`src/rtl/prog_loader_pkg.sv`:
```
// prog_loader_pkg: shared constants and types for the serial program loader.
//   SYNC_BYTE     frame start marker
//   ldr_state_t   frame-level loader FSM states
//   rx_state_t    UART byte receiver FSM states
//   dbg_t         both FSM states, exported from the top for observation
//   ERR_*         values reported on err_code
package prog_loader_pkg;

    localparam logic [7:0] SYNC_BYTE = 8'hA5;

    typedef enum logic [2:0] {
        ST_IDLE,
        ST_LEN,
        ST_DATA,
        ST_CSUM,
        ST_DONE,
        ST_ERR
    } ldr_state_t;

    typedef enum logic [2:0] {
        RX_IDLE,
        RX_START,
        RX_DATA,
        RX_PAR,
        RX_STOP
    } rx_state_t;

    typedef struct packed {
        ldr_state_t ldr;
        rx_state_t  rx;
    } dbg_t;

    localparam logic [2:0] ERR_NONE    = 3'd0;
    localparam logic [2:0] ERR_LEN     = 3'd1;
    localparam logic [2:0] ERR_CSUM    = 3'd2;
    localparam logic [2:0] ERR_TIMEOUT = 3'd3;
    localparam logic [2:0] ERR_FRAME   = 3'd4;
    localparam logic [2:0] ERR_PARITY  = 3'd5;

endpackage

```
`src/rtl/prog_loader_uart_rx_byte.sv`:
```
// uart_rx_byte: UART byte receiver, 8N1 by default, 8E1 when
// PROG_LOADER_PARITY_EN is defined.
//   clk, rst     system clock, asynchronous active-high reset
//   rx           raw serial line, idle high, asynchronous to clk
//   byte_valid   one-cycle pulse, one cycle after a good stop-bit sample
//   byte_data    received byte, valid with byte_valid (holds afterwards)
//   frame_err    one-cycle pulse when the stop bit is sampled low
//   parity_err   one-cycle pulse on an even-parity mismatch (parity builds only)
//   state_dbg    current receiver FSM state
module uart_rx_byte
    import prog_loader_pkg::*;
#(
    parameter int CLK_DIV = 16
) (
    input  logic       clk,
    input  logic       rst,
    input  logic       rx,
    output logic       byte_valid,
    output logic [7:0] byte_data,
    output logic       frame_err,
    output logic       parity_err,
    output rx_state_t  state_dbg
);

    localparam int            CW      = $clog2(CLK_DIV);
    localparam logic [CW-1:0] HALF_M1 = CW'(CLK_DIV / 2 - 1);
    localparam logic [CW-1:0] FULL_M1 = CW'(CLK_DIV - 1);

    logic          rx_meta, rx_sync, rx_prev;
    rx_state_t     state_q, state_d;
    logic [CW-1:0] cnt_q, cnt_d;
    logic [2:0]    bit_q, bit_d;
    logic [7:0]    sh_q, sh_d;
    logic [7:0]    data_q, data_d;
    logic          valid_q, valid_d;
    logic          ferr_q, ferr_d;
    logic          perr_q, perr_d;
`ifdef PROG_LOADER_PARITY_EN
    logic          par_q, par_d;
`endif

    // Synchronizer plus one extra stage for falling-edge detection.
    // All three reset high so a reset never looks like a start edge.
    always_ff @(posedge clk or posedge rst) begin
        if (rst) begin
            rx_meta <= 1'b1;
            rx_sync <= 1'b1;
            rx_prev <= 1'b1;
        end else begin
            rx_meta <= rx;
            rx_sync <= rx_meta;
            rx_prev <= rx_sync;
        end
    end

    // State register (bit-timing datapath registered alongside).
    always_ff @(posedge clk or posedge rst) begin
        if (rst) begin
            state_q <= RX_IDLE;
            cnt_q   <= '0;
            bit_q   <= '0;
            sh_q    <= '0;
            data_q  <= '0;
            valid_q <= 1'b0;
            ferr_q  <= 1'b0;
            perr_q  <= 1'b0;
`ifdef PROG_LOADER_PARITY_EN
            par_q   <= 1'b0;
`endif
        end else begin
            state_q <= state_d;
            cnt_q   <= cnt_d;
            bit_q   <= bit_d;
            sh_q    <= sh_d;
            data_q  <= data_d;
            valid_q <= valid_d;
            ferr_q  <= ferr_d;
            perr_q  <= perr_d;
`ifdef PROG_LOADER_PARITY_EN
            par_q   <= par_d;
`endif
        end
    end

    // Next-state logic.
    always_comb begin
        state_d = state_q;
        cnt_d   = cnt_q + CW'(1);
        bit_d   = bit_q;
        sh_d    = sh_q;
        data_d  = data_q;
        valid_d = 1'b0;
        ferr_d  = 1'b0;
        perr_d  = 1'b0;
`ifdef PROG_LOADER_PARITY_EN
        par_d   = par_q;
`endif
        case (state_q)
            RX_IDLE: begin
                cnt_d = '0;
                if (rx_prev && !rx_sync) state_d = RX_START;
            end
            RX_START: begin
                // Mid-start-bit re-check; a high line here was a glitch.
                if (cnt_q == HALF_M1) begin
                    cnt_d   = '0;
                    bit_d   = '0;
                    state_d = rx_sync ? RX_IDLE : RX_DATA;
                end
            end
            RX_DATA: begin
                if (cnt_q == FULL_M1) begin
                    cnt_d = '0;
                    sh_d  = {rx_sync, sh_q[7:1]};
                    bit_d = bit_q + 3'd1;
                    if (bit_q == 3'd7) begin
`ifdef PROG_LOADER_PARITY_EN
                        state_d = RX_PAR;
`else
                        state_d = RX_STOP;
`endif
                    end
                end
            end
`ifdef PROG_LOADER_PARITY_EN
            RX_PAR: begin
                if (cnt_q == FULL_M1) begin
                    cnt_d   = '0;
                    par_d   = rx_sync;
                    state_d = RX_STOP;
                end
            end
`endif
            RX_STOP: begin
                if (cnt_q == FULL_M1) begin
                    cnt_d   = '0;
                    state_d = RX_IDLE;
                    // A bad stop bit takes precedence over a parity mismatch.
                    if (!rx_sync) begin
                        ferr_d = 1'b1;
`ifdef PROG_LOADER_PARITY_EN
                    end else if (par_q != ^sh_q) begin
                        perr_d = 1'b1;
`endif
                    end else begin
                        valid_d = 1'b1;
                        data_d  = sh_q;
                    end
                end
            end
            default: state_d = RX_IDLE;
        endcase
    end

    // Outputs.
    always_comb begin
        byte_valid = valid_q;
        byte_data  = data_q;
        frame_err  = ferr_q;
        parity_err = perr_q;
        state_dbg  = state_q;
    end

endmodule

```
`src/rtl/prog_loader_uart.sv`:
```
// prog_loader_uart: loads a framed program image (A5, LEN, LEN payload bytes,
// CSUM = payload sum mod 256) from a UART line into instruction memory and
// releases the core only after a complete, checksum-correct frame.
// Optional feature: PROG_LOADER_PARITY_EN selects 8E1 framing (err code 5).
//   clk, rst   system clock, asynchronous active-high reset
//   rx         UART receive line, idle high
//   mem_we     one-cycle write strobe; mem_addr/mem_data stable with it and held
//   cpu_run    1 = core may execute; dropped when a SYNC starts a new frame
//   busy       1 while a frame is in progress (LEN, DATA, CSUM)
//   done       one-cycle pulse on a successful load
//   err_code   sticky status (prog_loader_pkg ERR_*), cleared by the next SYNC
//   dbg        loader and receiver FSM states
//
// Handshake: the receiver presents byte_valid for exactly one cycle with
// byte_data stable in that cycle; there is no backpressure, so the loader
// consumes every byte in the cycle it is offered.
module prog_loader_uart
    import prog_loader_pkg::*;
#(
    parameter int CLK_DIV = 16,
    parameter int ADDR_W  = 5,
    parameter int MAX_LEN = 19,
    parameter int TIMEOUT = 4096
) (
    input  logic              clk,
    input  logic              rst,
    input  logic              rx,
    output logic              mem_we,
    output logic [ADDR_W-1:0] mem_addr,
    output logic [7:0]        mem_data,
    output logic              cpu_run,
    output logic              busy,
    output logic              done,
    output logic [2:0]        err_code,
    output dbg_t              dbg
);

    localparam int            TW        = $clog2(TIMEOUT + 1);
    localparam logic [TW-1:0] TO_LAST   = TW'(TIMEOUT - 1);
    localparam logic [7:0]    MAX_LEN_B = 8'(MAX_LEN);

    logic       byte_valid, frame_err, parity_err;
    logic [7:0] byte_data;
    rx_state_t  rx_state;

    uart_rx_byte #(.CLK_DIV(CLK_DIV)) u_rx (
        .clk        (clk),
        .rst        (rst),
        .rx         (rx),
        .byte_valid (byte_valid),
        .byte_data  (byte_data),
        .frame_err  (frame_err),
        .parity_err (parity_err),
        .state_dbg  (rx_state)
    );

    ldr_state_t        state_q, state_d;
    logic [7:0]        len_q, len_d;
    logic [7:0]        sum_q, sum_d;
    logic [ADDR_W-1:0] addr_q, addr_d;
    logic [TW-1:0]     to_q, to_d;
    logic              we_q, we_d;
    logic [ADDR_W-1:0] maddr_q, maddr_d;
    logic [7:0]        mdata_q, mdata_d;
    logic              run_q, run_d;
    logic              done_q, done_d;
    logic [2:0]        err_q, err_d;

    logic       is_sync, len_ok, last_byte, rx_err, to_expire;
    logic [2:0] cause;

    always_comb begin
        is_sync   = (byte_data == SYNC_BYTE);
        len_ok    = (byte_data != 8'd0) && (byte_data <= MAX_LEN_B);
        last_byte = (8'(addr_q) == len_q - 8'd1);
        rx_err    = frame_err | parity_err;
        // A byte arriving in the expiry cycle wins over the timeout.
        to_expire = !byte_valid && (to_q == TO_LAST);
    end

    // State register.
    always_ff @(posedge clk or posedge rst) begin
        if (rst) state_q <= ST_IDLE;
        else     state_q <= state_d;
    end

    // Next-state logic.
    always_comb begin
        state_d = state_q;
        case (state_q)
            ST_IDLE, ST_DONE, ST_ERR: begin
                if (byte_valid && is_sync) state_d = ST_LEN;
            end
            ST_LEN: begin
                if (byte_valid)               state_d = len_ok ? ST_DATA : ST_ERR;
                else if (rx_err || to_expire) state_d = ST_ERR;
            end
            ST_DATA: begin
                if (byte_valid) begin
                    if (last_byte) state_d = ST_CSUM;
                end else if (rx_err || to_expire) begin
                    state_d = ST_ERR;
                end
            end
            ST_CSUM: begin
                if (byte_valid)               state_d = (byte_data == sum_q) ? ST_DONE : ST_ERR;
                else if (rx_err || to_expire) state_d = ST_ERR;
            end
            default: state_d = ST_IDLE;
        endcase
    end

    // Reason for an entry into ERR; only meaningful on that transition.
    always_comb begin
        if (byte_valid)      cause = (state_q == ST_LEN) ? ERR_LEN : ERR_CSUM;
        else if (frame_err)  cause = ERR_FRAME;
        else if (parity_err) cause = ERR_PARITY;
        else                 cause = ERR_TIMEOUT;
    end

    // Output / datapath logic, keyed on the transition being taken.
    always_comb begin
        len_d   = len_q;
        sum_d   = sum_q;
        addr_d  = addr_q;
        to_d    = '0;
        we_d    = 1'b0;
        maddr_d = maddr_q;
        mdata_d = mdata_q;
        run_d   = run_q;
        done_d  = 1'b0;
        err_d   = err_q;

        if (state_q == ST_LEN || state_q == ST_DATA || state_q == ST_CSUM)
            to_d = byte_valid ? '0 : to_q + TW'(1);

        case (state_q)
            ST_IDLE, ST_DONE, ST_ERR: begin
                if (state_d == ST_LEN) begin
                    err_d = ERR_NONE;
                    run_d = 1'b0;
                end
            end
            ST_LEN: begin
                if (state_d == ST_DATA) begin
                    len_d  = byte_data;
                    sum_d  = '0;
                    addr_d = '0;
                end
            end
            ST_DATA: begin
                if (byte_valid) begin
                    we_d    = 1'b1;
                    maddr_d = addr_q;
                    mdata_d = byte_data;
                    sum_d   = sum_q + byte_data;
                    // Address parks at LEN-1 after the final payload byte.
                    if (state_d == ST_DATA) addr_d = addr_q + ADDR_W'(1);
                end
            end
            ST_CSUM: begin
                if (state_d == ST_DONE) begin
                    done_d = 1'b1;
                    run_d  = 1'b1;
                end
            end
            default: ;
        endcase

        if (state_d == ST_ERR && state_q != ST_ERR) err_d = cause;
    end

    always_ff @(posedge clk or posedge rst) begin
        if (rst) begin
            len_q   <= '0;
            sum_q   <= '0;
            addr_q  <= '0;
            to_q    <= '0;
            we_q    <= 1'b0;
            maddr_q <= '0;
            mdata_q <= '0;
            run_q   <= 1'b0;
            done_q  <= 1'b0;
            err_q   <= ERR_NONE;
        end else begin
            len_q   <= len_d;
            sum_q   <= sum_d;
            addr_q  <= addr_d;
            to_q    <= to_d;
            we_q    <= we_d;
            maddr_q <= maddr_d;
            mdata_q <= mdata_d;
            run_q   <= run_d;
            done_q  <= done_d;
            err_q   <= err_d;
        end
    end

    always_comb begin
        mem_we   = we_q;
        mem_addr = maddr_q;
        mem_data = mdata_q;
        cpu_run  = run_q;
        done     = done_q;
        err_code = err_q;
        busy     = (state_q == ST_LEN) || (state_q == ST_DATA) || (state_q == ST_CSUM);
        dbg.ldr  = state_q;
        dbg.rx   = rx_state;
    end

endmodule

```
`config.mk`:
```
export PLATFORM = sky130hd
export DESIGN_NAME = prog_loader_uart
export DESIGN_NICKNAME = d
export VERILOG_FILES = /design/src/rtl/prog_loader_pkg.sv /design/src/rtl/prog_loader_uart_rx_byte.sv /design/src/rtl/prog_loader_uart.sv
export SDC_FILE = /design/constraint.sdc
export NUM_CORES = 1
export LEC_CHECK = 0
export ABC_AREA = 0
export CAP_MARGIN = 10
export CORE_MARGIN = 4
export CORE_UTILIZATION = 32
export DETAILED_ROUTE_END_ITERATION = 8
export PLACE_DENSITY = 0.47
export SKIP_CTS_REPAIR_TIMING = 1
export SLEW_MARGIN = 10
export SYNTH_ARGS = -nofsm -noshare
export SYNTH_HDL_FRONTEND = slang
export SYNTH_SLANG_ARGS = --single-unit
```
`constraint.sdc`:
```
create_clock -name clk -period 3.44 [get_ports clk]
set_input_delay 0.86 -clock clk [delete_from_list [all_inputs] [get_ports clk]]
set_output_delay 0.86 -clock clk [all_outputs]
set_load 0.02 [all_outputs]
```
### Word-level counts from Yosys, hierarchy flattened

Cells that the tools add are included.

| word-level totals | value |
|---|---|
| bits in registers | 87 |
| bits of input ports | 3 |
| output and inout bits | 26 |

| cells by class | value |
|---|---|
| add/subtract/negate cells | 6 |
| $lt $le $gt $ge | 1 |
| eq/ne operators | 30 |
| muxes and demuxes | 50 |
| reduce and logical (&&, ||, !) cells | 30 |

Operators with widths:

| kind | number |
|---|---|
| $mux W3 | 19 |
| $mux W13 | 2 |
| $pmux W3 S4 | 2 |
| $eq A3 B3 Y1 const B | 6 |
| $ne A2 B1 Y1 const B | 9 |
| $mux W8 | 2 |
| $pmux W8 S2 | 1 |
| $mux W5 | 3 |
| $add A13 B1 Y13 const B | 1 |
| $eq A13 B12 Y1 const B | 1 |
| $mux W1 | 13 |
| $eq A3 B2 Y1 const B | 4 |
| $pmux W4 S3 | 1 |
| $reduce_and A3 Y1 | 4 |
| $pmux W5 S2 | 1 |
| $reduce_bool A2 Y1 | 5 |
| $eq A3 B1 Y1 const B | 3 |
| $add A8 B8 Y8 | 1 |
| $eq A5 B8 Y1 | 1 |
| $eq A8 B8 Y1 | 1 |
| $eq A8 B8 Y1 const B | 1 |
| $le A8 B5 Y1 const B | 1 |
| $mux W4 | 2 |
| $reduce_and A2 Y1 | 4 |
| other kinds (20) | 29 |

### Longest topological paths before layout

| depth | value |
|---|---|
| depth after elaboration | 10 |
| depth in mapped cells | 9 |
| depth with buffers taken out | 9 |

### By module

Synthesis repeated with hierarchy kept, for this count alone.

| unflattened totals | value |
|---|---|
| cells, all modules | 404 |
| area, all modules | 4,246.6 um^2 |

By module, submodules not included:

| module | instances | cells each | area an instance (um^2) |
|---|---|---|---|
| prog_loader_uart | 1 | 305 | 2,916.5 |
| uart_rx_byte | 1 | 99 | 1,330.0 |

### Worst setup path after synthesis

No wires, ideal clock.

| timing | value |
|---|---|
| kind | register to register |
| from | reg u_rx.data_q[5] (netlist: u_rx.byte_data[5]) |
| to | reg addr_q[0] |
| library setup time | 0.125 ns |
| arrival | 2.497 ns |
| required time | 3.315 ns |
| setup slack | 0.818 ns |
| stages on the path, launching flop included | 8 |
| buffers on the path | 0 |
| clock period less this slack | 2.622 ns |
| cell sequence | dfrtp_1 > ha_1 > or4_1 > nor3_2 > nand4_1 > a221o_1 > nor3_1 > mux2_2 |

| on the way | value |
|---|---|
| word-level cells in the longest chain between the ends | 8 |
| elaborated cells on any way between the ends | 16 |

Ends and longest elaborated chain:

| element | line | source |
|---|---|---|
| start: declaration | prog_loader_uart_rx_byte.sv:34 | `logic [7:0] data_q, data_d;` |
| start signal: assignment | prog_loader_uart_rx_byte.sv:75 | `data_q <= data_d;` |
| $le A8 B5 Y1 or $reduce_bool A8 Y1 (tied branches) | prog_loader_uart.sv:74 | `len_ok = (byte_data != 8'd0) && (byte_data <= MAX_LEN_B);` |
| $logic_and A1 B1 Y1 | prog_loader_uart.sv:74 |  |
| $mux W3 (2 in a row) | prog_loader_uart.sv:95 | `if (byte_valid) state_d = len_ok ? ST_DATA : ST_ERR;` |
| $pmux W3 S4 * | prog_loader_uart.sv:90 | `case (state_q)` |
| $eq A3 B2 Y1 * | prog_loader_uart.sv:145, prog_loader_uart.sv:158 |  |
| $ne A2 B1 Y1 (no source line) | n/a |  |
| $reduce_and A4 Y1 (no source line) * | n/a |  |
| end signal: assignment | prog_loader_uart.sv:188 | `addr_q <= addr_d;` |
| end: declaration | prog_loader_uart.sv:60 | `logic [ADDR_W-1:0] addr_q, addr_d;` |

Every way passes the cells marked *; elsewhere a longest branch is shown, timed or not.
A chain may end at the register's enable or synchronous reset.

### Worst setup path in the final report

Same ends and word-level chain as after synthesis.

==> impl_metrics.env <==
export IMPL_grtUsageMet2=0.2101
export IMPL_synth_area_um2=4212
export IMPL_wl_per_cell_um=14.25
export IMPL_start_kind="flip-flop"
export IMPL_place_congestion=0.8590
export IMPL_cts_tree="yes"
export IMPL_tightest_slew_ps=899.2
export IMPL_ff_latch_area_um2=2181
export IMPL_fin_skew_ps=8.391
export IMPL_drt_iter0_drc=208
export IMPL_p_leak_nw=2.320
export IMPL_final_common_cell="nand2_1"
export IMPL_grt_max_degree=44
export IMPL_syn_inst=441
export IMPL_period_minus_slack_ps=2891
export IMPL_cp_max_fo=5
export IMPL_insertedDiodeCount=0
export IMPL_synth_top_cell_area_share=0.4991
export IMPL_ys_seq_area_frac=0.5178
export IMPL_cts_max_level=3
export IMPL_grt_use_total=0.1387
export IMPL_holdPathStages=0
export IMPL_synth_fa_ha_area_frac=0.04337
export IMPL_synthFlopType="dfrtp_1"
export IMPL_vdd_ir_drop_max_v=0.0003505
export IMPL_status="completed"
export IMPL_drv_slew=0
export IMPL_start_util=0.3297
export IMPL_grt_pass1_vias=3272
export IMPL_hold_path_class="flip-flop to flip-flop"
export IMPL_grt_pass1_wl_um=16350
export IMPL_clkTransAtPathRegs_ps=60
export IMPL_synth_cell_type_count=56
export IMPL_synth_edff_count=0
export IMPL_synth_area_mux_share=0.03119
export IMPL_finalHoldViolCount=0
export IMPL_synth_top_family_by_area="simple AND/OR/NAND/NOR gates"
export IMPL_ant_nets=0
export IMPL_use_met1=0.1895
export IMPL_fmax_ghz=0.3459
export IMPL_antenna_found_initial=0
export IMPL_drive_gt1_frac=0.07338
export IMPL_vias=3169
export IMPL_cts_sinks=87
export IMPL_totalWireLength_um=9248
export IMPL_ios=29
export IMPL_layout_common_cells="nand2_1, dfrtp_1, nor2_1"
export IMPL_die_w_um=122.7
export IMPL_viasPerCell=4.883
export IMPL_row_count=41
export IMPL_arrival_ps=3120
export IMPL_power_density_nw_per_um2=420.9
export IMPL_yosys_register_bits=87
export IMPL_grt_setup_unrepaired="false"
export IMPL_core_area_um2=12770
export IMPL_synth_area_leaders="dfrtp_1, nand2_1, ha_1, nor2_1, xor2_1"
export IMPL_fin_nets=489
export IMPL_period_share=0.8403
export IMPL_fin_tns_setup_ps=0
export IMPL_dr_pass1_iters=4
export IMPL_relSlewSlack=0.3959
export IMPL_portBuffers=28
export IMPL_r2r_cells=7
export IMPL_critical_path_class="flip-flop to flip-flop"
export IMPL_synth_compound_area_share=0.1072
export IMPL_multi_input_area_um2=1909
export IMPL_nFillCells=1277
export IMPL_synth_nets=458
export IMPL_die_y_um=122.7
export IMPL_insertion_delay_ps=340
export IMPL_clock_root_buffer="clkbuf_16"
export IMPL_numCtsBuffers=9
export IMPL_setup_violations=0
export IMPL_synth_xor_area_frac=0.04575
export IMPL_synth_warnings=0
export IMPL_syn_avg_cell_area_um2=9.550
export IMPL_dieArea_um2=15060
export IMPL_drcViolationCount=0
export IMPL_syn_to_final_growth_pct=17.94
export IMPL_synth_simple_gate_area_share=0.2258
export IMPL_yosys_area_top_type="dfrtp_1"
export IMPL_instances_no_fill=649
export IMPL_maxCapViolations=0
export IMPL_cts_buffer_depth=2
export IMPL_grt_use_met3=0.04516
export IMPL_placed_cells=633
export IMPL_required_ps=3670
export IMPL_top_usage_layer="met2"
export IMPL_ys_async_sr_fraction=1.000
export IMPL_grt_overflow=0
export IMPL_endpoint_kind="flip-flop"
export IMPL_hpwl_um=6527
==> cell usage after synthesis, types with 3 or more instances <==
cell	number
nand2_1	106
dfrtp_1	84
nor2_1	34
o21ai_0	18
inv_1	16
ha_1	13
nand3_1	13
nor3_1	13
xor2_1	12
clkbuf_1	11
or3_1	10
xnor2_1	10
a21oi_1	9
mux2_2	9
o31ai_1	7
and2_1	4
and3_1	4
nand4_1	4
nor2b_1	4
a21o_1	3
dfstp_2	3
mux2i_1	3
nand2b_1	3
nor4_1	3
o32ai_1	3
==> path summary, 6_finish.rpt <==
check / startpoint / end / slack (ps)
min in group asynchronous: rst / u_rx.cnt_q[3] / 830
min: u_rx.rx_meta / u_rx.rx_sync / 360
max reg2reg: u_rx.byte_data[5] / addr_q[0] / 550
max in group asynchronous: rst / mem_data[3] / 1970
min reg2reg: u_rx.rx_meta / u_rx.rx_sync / 360
max: u_rx.byte_data[5] / addr_q[0] / 550
==> state kept, by name (all words and copies together), names as in the netlist, 3 cells and up <==
name / flops
mem_data: 8
u_rx.byte_data: 8
u_rx.bit_q: 3
len_q: 8
err_code: 3
to_q: 13
u_rx.cnt_q: 4
state_q: 3
sum_q: 8
mem_addr: 5
u_rx.state_dbg: 3
u_rx.sh_q: 8
addr_q: 5
==> worst max-delay path: stages (launching register included) <==
cell,delay [ps]
dfrtp_1,430
ha_1,370
or4_1,550
nor3_2,160
nand4_1,140
a221o_1,390
nor3_1,350
mux2_2,380
==> metal layers <==
| metal | vias up | share of wire | wire (µm) |
|---|---|---|---|
| met2 | 49 | 0.46 | 4280 |
| met5 | - | 0 | 0 |
| met3 | 6 | 0.045 | 419 |
| met1 | 1528 | 0.48 | 4441 |
| met4 | 0 | 0.012 | 107 |
| li1 | 1586 | - | - |
==> through the flow <==
stage                     worst slack [ps]  utilization  instance area, µm²  total power [mW]  hold slack [ps]
after floorplan                      334.8            -                4212             1.187            345.2
after global placement               657.8       0.3683                4705             1.228            346.8
after detailed placement             578.9       0.3683                4705             1.230            347.2
after CTS                            562.2       0.3889                4967             2.133            355.9
after global routing                 422.0       0.3889                4967             2.192            359.4
final                                549.3       0.3889                4967             2.091            355.5
==> where the power goes <==
group	internal [mW]	switching [mW]	leakage (nW)
clock	0.510	0.375	0.128
combinational	0.0498	0.0660	0.994
sequential	1.05	0.0371	1.20
==> layout make-up <==
class	count	share of cell area
clock buffer	15	0.05189
sequential	87	0.4390
inverter	18	0.01385
clock inverter	1	0.001008
timing repair buffer	33	0.06650
multi-input combinational	323	0.3844
tap	172	0.04332
==> cells by family (layout without fill, tap and decap cells) <==
group,count (synthesis),after routing
AND/OR/NAND/NOR,209,209
flip-flops,87,87
AO/OA/AOI/OAI,66,66
buffers and inverters,31,67
XOR/XNOR,22,22
adder cells (fa/ha/maj),14,14
multiplexers,12,12
No activity file was read; power rests on OpenSTA's default activity.
